### src/rtl/dmem_wait_resp.sv
// dmem_wait_resp: data-memory responder for the pipeline load/store port.
// Accepts one access at a time. It holds the access for WAIT cycles, then
// acknowledges it for one cycle. It stalls the pipeline while the access is
// outstanding.
//
//   state   | meaning
//   --------+-------------------------------------------------------------
//   ST_IDLE | no access outstanding, req is sampled here only
//   ST_WAIT | access captured, wait counter running down
//   ST_RESP | ack/err/rdata presented, store commits on the edge leaving
module dmem_wait_resp #(
   parameter int DEPTH_LOG2 = 6,
   parameter int WAIT       = 2
) (
   input  logic        clk,
   input  logic        reset,
   input  logic        req,
   input  logic        we,
   input  logic        sb,
   input  logic [31:0] addr,
   input  logic [31:0] wdata,
   output logic [31:0] rdata,
   output logic        ack,
   output logic        err,
   output logic        stall
);

   typedef enum logic [1:0] {ST_IDLE, ST_WAIT, ST_RESP} state_t;

   localparam int         DEPTH   = 1 << DEPTH_LOG2;
   localparam logic [3:0] WAIT_LD = 4'(WAIT);

   logic [31:0]           mem_q [DEPTH];

   state_t                state_q;
   logic [3:0]            cnt_q;
   logic                  we_q;
   logic                  sb_q;
   logic                  misal_q;
   logic [DEPTH_LOG2-1:0] idx_q;
   logic [1:0]            lane_q;
   logic [31:0]           wdata_q;
   logic [31:0]           rdata_q;
   logic                  ack_q;
   logic                  err_q;

   logic [DEPTH_LOG2-1:0] idx_in;
   logic                  misal_in;
   logic [DEPTH_LOG2-1:0] acc_idx;
   logic                  acc_misal;
   logic [31:0]           wr_word;
   logic                  commit;
   logic                  unused_addr;

   // Upper address bits alias onto the array and are deliberately dropped.
   assign unused_addr = ^addr[31:DEPTH_LOG2+2];

   assign idx_in   = addr[DEPTH_LOG2+1:2];
   // Byte stores ignore alignment. A load is misaligned whenever addr[1:0] != 0.
   assign misal_in = (addr[1:0] != 2'b00) && !(we && sb);

   // In IDLE the access that is being accepted comes straight from the ports.
   // Otherwise it comes from the captured copy.
   always_comb begin
      acc_idx   = idx_q;
      acc_misal = misal_q;
      if (state_q == ST_IDLE) begin
         acc_idx   = idx_in;
         acc_misal = misal_in;
      end
   end

   // Merge the store byte into its little-endian lane.
   // Word stores replace the whole word.
   always_comb begin
      wr_word = wdata_q;
      if (sb_q) begin
         wr_word = mem_q[idx_q];
         case (lane_q)
            2'd0:    wr_word[7:0]   = wdata_q[7:0];
            2'd1:    wr_word[15:8]  = wdata_q[7:0];
            2'd2:    wr_word[23:16] = wdata_q[7:0];
            default: wr_word[31:24] = wdata_q[7:0];
         endcase
      end
   end

   // A misaligned word store is dropped. A reset that hits RESP has already
   // moved the state back to IDLE, so no commit happens.
   assign commit = (state_q == ST_RESP) && we_q && (sb_q || !misal_q);

   // Sequencer: capture, count down, and present a one-cycle response.
   always_ff @(posedge clk or posedge reset) begin
      if (reset) begin
         state_q <= ST_IDLE;
         cnt_q   <= 4'd0;
         we_q    <= 1'b0;
         sb_q    <= 1'b0;
         misal_q <= 1'b0;
         idx_q   <= '0;
         lane_q  <= 2'd0;
         wdata_q <= 32'd0;
         rdata_q <= 32'd0;
         ack_q   <= 1'b0;
         err_q   <= 1'b0;
      end else begin
         ack_q <= 1'b0;
         err_q <= 1'b0;
         case (state_q)
            ST_IDLE: begin
               if (req) begin
                  we_q    <= we;
                  sb_q    <= sb;
                  misal_q <= misal_in;
                  idx_q   <= idx_in;
                  lane_q  <= addr[1:0];
                  wdata_q <= wdata;
                  cnt_q   <= WAIT_LD;
                  if (WAIT == 0) begin
                     state_q <= ST_RESP;
                     ack_q   <= 1'b1;
                     err_q   <= acc_misal;
                     rdata_q <= mem_q[acc_idx];
                  end else begin
                     state_q <= ST_WAIT;
                  end
               end
            end
            ST_WAIT: begin
               cnt_q <= cnt_q - 4'd1;
               if (cnt_q == 4'd1) begin
                  state_q <= ST_RESP;
                  ack_q   <= 1'b1;
                  err_q   <= acc_misal;
                  rdata_q <= mem_q[acc_idx];
               end
            end
            ST_RESP: begin
               state_q <= ST_IDLE;
            end
            default: begin
               state_q <= ST_IDLE;
            end
         endcase
      end
   end

   // Storage array. The contents are deliberately left out of reset.
   always_ff @(posedge clk) begin
      if (!reset && commit) begin
         mem_q[idx_q] <= wr_word;
      end
   end

   assign rdata = rdata_q;
   assign ack   = ack_q;
   assign err   = err_q;
   assign stall = req & ~ack_q;

endmodule

### config.mk
export PLATFORM = sky130hd
export DESIGN_NAME = dmem_wait_resp
export DESIGN_NICKNAME = d
export VERILOG_FILES = /design/src/rtl/dmem_wait_resp.sv
export SDC_FILE = /design/constraint.sdc
export NUM_CORES = 2
export LEC_CHECK = 0
export CAP_MARGIN = 20
export CORE_MARGIN = 3
export CORE_UTILIZATION = 55
export CTS_CLUSTER_DIAMETER = 150
export CTS_CLUSTER_SIZE = 20
export DETAILED_ROUTE_END_ITERATION = 16
export GPL_TIMING_DRIVEN = 0
export PLACE_DENSITY = 0.74
export SLEW_MARGIN = 20
export SYNTH_ARGS = -nofsm -noshare
export SYNTH_HDL_FRONTEND = slang
export SYNTH_SLANG_ARGS = --single-unit
### constraint.sdc
create_clock -name clk -period 4 [get_ports clk]
set_input_delay 1 -clock clk [delete_from_list [all_inputs] [get_ports clk]]
set_output_delay 1 -clock clk [all_outputs]
set_load 0.03 [all_outputs]
Yosys cells after proc, flatten, opt, wreduce, memory -nomap -nowiden
Memory sizes are Yosys's and may differ from the RTL's. A register that Yosys moved wholly into a read port is not among the register bits.
Index checks and enable logic that the tools add are counted.
- bits in read-only memories: 0
- memory bits (writable): 2048
- memories: 1
- output and inout port bits: 35
- word-level logic and storage cells: 65
- bits in registers: 51
- bits in latches: 0
- memory list (memory ; depth ; width ; rd ports ; clocked after memory_dff ; write ports ; line ; text):
    mem_q ; 64 ; 32 ; 1 ; 1 ; 1 ; 33 ; logic [31:0] mem_q [DEPTH];
- reductions and logical operators: 22
- $mul: 0
- magnitude comparators: 0
- add/subtract/negate cells: 1
- mux-type cells: 18
- equal/unequal tests: 11
- shifts and indexed selects: 0
- bitwise operators: 2
- divide/modulo/power cells: 0
- operator list (operator ; count):
    32-bit two-way mux ; 1
    8-bit two-way mux ; 4
    2-bit AND reduction ; 8
    2-bit inequality test, second input constant ; 6
    4-bit one-hot mux with 2 select lines ; 1
    1-bit two-way mux ; 7
    6-bit two-way mux ; 1
    1-bit logical AND ; 5
    2-bit by 1-bit == test with 1-bit output, second input constant ; 2
    2-bit == test, second input constant ; 2
    4-bit by 1-bit == test with 1-bit output, second input constant ; 1
    2-bit zero test ; 2
    2-bit two-way mux ; 2
    4-bit two-way mux ; 1
    2-bit one-hot mux with 2 select lines ; 1
    2-bit nonzero test ; 2
    4-bit by 1-bit subtractor with 4-bit output, second input constant ; 1
    1-bit zero test ; 3
    3-bit OR reduction ; 1
    1-bit bitwise AND ; 1
    1-bit logical OR ; 1
    1-bit NOT ; 1

Depth between registers and ports, before layout
- word-level depth: 7
- gate-level depth with buffers: 12
- mapped depth without buffers: 8

Least setup slack after synthesis
OpenSTA, ideal clock, no wires.
- kind: register to register
- start point: register sb_q
- end point: memory mem_q[0][10] (data pin)
- required time: 3.298 ns
- data arrival time: 3.265 ns
- stages on the path, launching flop included: 4
- path buffers: 2
- slack: 0.034 ns
- setup time: 0.702 ns
- path through: dfrtp_1 -> clkbuf_1 -> clkbuf_1 -> o21ai_0
- word-level cells in the longest chain between the ends: 1
- ends and longest elaborated chain (item ; line ; text):
    from (decl) ; 38 ; logic sb_q;
    from (signal assigned) ; 98 ; sb_q <= 1'b0;
    from (signal assigned) ; 113 ; sb_q <= sb;
    32-bit two-way mux ; 77 ; if (sb_q) begin
    named net wr_word[10] ; 51 ; logic [31:0] wr_word;
    to (decl) ; 33 ;
The timed path passes the listed nets, and every way through them passes these cells.

Final worst setup path
- start point: input addr[4]
- end point: register rdata_q[23], in the netlist rdata[23] (read register of mem_q)
- word-level cells in the longest chain between the ends: 1
- ends and longest elaborated chain (item ; line ; text):
    from (decl) ; 20 ; input logic [31:0] addr,
    6-bit two-way mux ; 67 ; if (state_q == ST_IDLE) begin
    to (decl) ; 43 ; logic [31:0] rdata_q;
No other way between the ends.
A chain may end at the register's enable or synchronous reset.

==> run_results.csv <==
group,metric,value,unit
clock_network,cts.clk_slew.worst_paths,0.09,ns
synthesis,synth_top_area_share,0.731,
clock_network,cts_buffers,116,
setup_path,path_class,"in -> reg",
setup_path,cpLargestDelayFamily,"buffers and inverters",
synthesis,synth_area_leaders,"edfxtp_1, nand2_1, mux2i_1, nand3_1, dfrtp_1",
floorplanning,fp-row-count,142,
synthesis,yosysWarnings,0,
synthesis,synth_edf_count,2048,
power,irDropWorstVdd,673,uV
sta,tns,-0.346,ns
floorplanning,start_util,0.558,
detailed_routing,drt-initial-drc-count,10800,
setup_path,r2r-start,"idx_q[1]",
outcome,violations,"setup timing",
sta,maxSlewViolCount,0,
flow_run,cap_violations,0,
place,gp_congestion,1.05,
finish,final_layout_size_suffix_gt1_frac,0.0886,
place,dp_hpwl,206000,um
finish,fin_util,0.621,
setup_path,max_stage_delay,0.69,ns
synthesis,yosys.area.top_type,"edfxtp_1",
synthesis,synthArstFlopShare,0.0389,
floorplanning,die_x,397,um
power,pwr-share-comb,0.445,
setup_path,worst-path-buf-inv,4,
detailed_routing,via_per_inst,6.79,
clock_network,clk_latency,0.80,ns
detailed_routing,drtAntennaViolNets,0,
power,clockPowerShare,0.166,
clock_network,tritoncts,"done",
global_routing,gr-total-overflow,0,
synthesis,syn_avg_cell_area,14.1,um^2
detailed_routing,wl_per_cell,34.1,um
min_path,min_to,"we_q",
synthesis,synth_seq_cells,2131,
sta,period_share,1.02,
floorplanning,fp.dieH,397,um
clock_network,htree_levels,3,
finish,ff_latch_area,0.0636,mm^2
setup_path,r2r-end,"rdata[15]",
floorplanning,core_area,0.151,mm^2
detailed_routing,firstDrtPassIters,9,
synthesis,synth_most_common_cell,"edfxtp_1",
outcome,run_status,"finished with violations",
detailed_routing,finalWirelength,286000,um
synthesis,syn_inst,5948,
detailed_routing,num_vias,56900,
synthesis,ys_types,49,
sta,hold_violations,0,
finish,fillers,11000,
setup_path,cp.arrival,4.75,ns
min_path,hp-start,"we_q",
floorplanning,die_area,0.158,mm^2
setup_path,critPathLaunchType,"primary input",
sta,max_freq,245,MHz
min_path,worst_hold_path.num_cells,2,
sta,finalClockSkew,0.0409,ns
setup_path,reg2reg_slack,0,ns
detailed_routing,drc,0,
power,report.power.total,76.5,mW
synthesis,synthTopCellsByCount,"edfxtp_1, nand2_1, nand3_1, mux2i_1, nor2_1",
synthesis,ys.flop_type,"edfxtp_1",
global_routing,grt_use_total,0.356,
clock_network,ctsRootBufferMaster,"clkbuf_16",
finish,fin_nets,6313,
global_routing,first_global_vias,53000,
setup_path,crit_fanout,10,
power,p_seq_frac,0.389,
global_routing,antenna_found_initial,17,
setup_path,path_cells,"clkdlybuf4s50_1 > or4b_1 > o21ai_4 > buf_4 > buf_6 > nand3_1 > nand4_1 > o2bb2ai_1 > a2111oi_2 > buf_4 > nor3_1",
synthesis,yosysSeqAreaShare,0.755,
finish,area_growth,11.3,%
sta,rsz0062_at_grt,"yes",
min_path,min_path_type,"reg -> reg",
sta,worst_slack,-0.0800,ns
power,intPower,43.4,mW
clock_network,cts_buffer_depth,3,
sta,worst_pin_slew,1.35,ns
setup_path,crit_top_cell,"buf_4",
setup_path,required,4.67,ns
global_routing,grt_pass1_wl,393000,um
power,p_sw,33.0,mW
power,p_sw_frac,0.432,
place,numPortBuffers,78,
synthesis,syn-num-nets,6019,
sta,timing.slew.headroom,0.0953,
global_routing,grt_max_degree,61,
synthesis,syn-cell-area,0.0842,mm^2
setup_path,cp_slowest_cell,"clkdlybuf4s50_1",
sta,period_needed,4.08,ns
sta,setup_viol,10,
finish,multi_input_area,0.0193,mm^2
clock_network,cts.sinks,2131,
setup_path,r2r_cells,9,
power,p_per_area,816,mW/mm^2
setup_path,critical_path.endpoint_type,"register",
floorplanning,ios,104,
power,p_leak,31.5,nW
registers in the layout, summed over array words and instances, names as in the netlist:
signal / cells
idx_q: 6
rdata: 32
ack: 1
we_q: 1
err: 1
mem_q: 2048
state_q: 2
misal_q: 1
cnt_q: 4
wdata_q: 32
sb_q: 1
lane_q: 2
repair_timing:
action,4_1_cts,5_1_grt
buffers inserted,4,2
gates cloned,0,0
hold buffers,0,0
gates resized for setup,108,51
pin swaps,1,1
setup endpoints to repair,1567,1124
placed cells by master (no fill, tap or decap), drive strengths merged, types with 74 or more instances in the layout:
| cell | instances |
|---|---|
| nor3 | 103 |
| and3 | 74 |
| nor2 | 299 |
| mux2i | 379 |
| a21oi | 92 |
| clkbuf | 424 |
| o21ai | 196 |
| edfxtp | 2048 |
| dfrtp | 83 |
| a31oi | 166 |
| clkdlybuf4s50 | 77 |
| nand2 | 1198 |
| nand4 | 110 |
| buf | 286 |
| nand3 | 442 |
tightest hold or removal path: cells and delay by family (launching register included):
family	cells	cell delay [ns]
and+or+nand+nor	2	0.12
DFF	1	0.37
layer usage:
layer | up-vias | global-route usage | part of all wire
met5 | - | 0 | 0.00021
met4 | 8 | 0.232 | 0.083
met3 | 996 | 0.111 | 0.15
met2 | 4737 | 0.521 | 0.43
met1 | 28100 | 0.461 | 0.34
li1 | 23100 | - | -
through the flow:
stage                     hold WS (ns)  area [um^2]  setup slack (ns)  std cells
after floorplan                  0.446        84200            0.0336       5948
after global placement           0.479        87500             -5.87       8042
after detailed placement         0.493        89800             -1.55       8134
after CTS                        0.513        93400           -0.0337       8345
after global routing             0.559        93600           -0.0321       8352
final                            0.525        93700           -0.0800       8370
power by group through the flow:
| stage | Clock [mW] | Combinational [mW] | Sequential [mW] |
|---|---|---|---|
| after detailed placement | 0 | 32.1 | 30.2 |
| after global routing | 13.3 | 34.5 | 29.8 |
| after global placement | 0 | 27.0 | 31.3 |
| final | 12.7 | 34.0 | 29.8 |
| after CTS | 12.5 | 32.4 | 29.7 |
| after floorplan | 0 | 14.6 | 30.8 |
worst max path at each step:
| stage | depth (start not counted) | from | to | slack, ns |
|---|---|---|---|---|
| floorplan | 3 | sb_q | mem_q[0][10] | 0.03 |
| global placement | 3 | sb_q | mem_q[52][27] | -5.87 |
| detailed placement | 10 | addr[4] | rdata[1] | -1.55 |
| CTS | 6 | reset | mem_q[3][14] | -0.03 |
| global route | 11 | state_q[1] | rdata[25] | -0.03 |
| finish | 11 | addr[4] | rdata[23] | -0.08 |
cell families after synthesis:
family                     after synthesis  share of synthesized area
muxes                                  379                     0.0452
DFF                                   2131                      0.755
adders and majority gates                2                   0.000297
AOI/OAI and AO/OA                      717                     0.0583
buffers and inverters                  445                     0.0232
and+or+nand+nor                       2274                      0.118
area by class of cell:
class                           instances  share of cell area
Sequential cell                      2131               0.679
Multi-Input combinational cell       3372               0.207
Clock buffer                          203              0.0349
Timing Repair Buffer                  177              0.0288
Tap cell                             2016              0.0269
Buffer                                411              0.0210
Inverter                               33             0.00138
Clock inverter                          5            0.000695
Antenna cell                           22            0.000588
No activity file was read; power rests on OpenSTA's default activity.
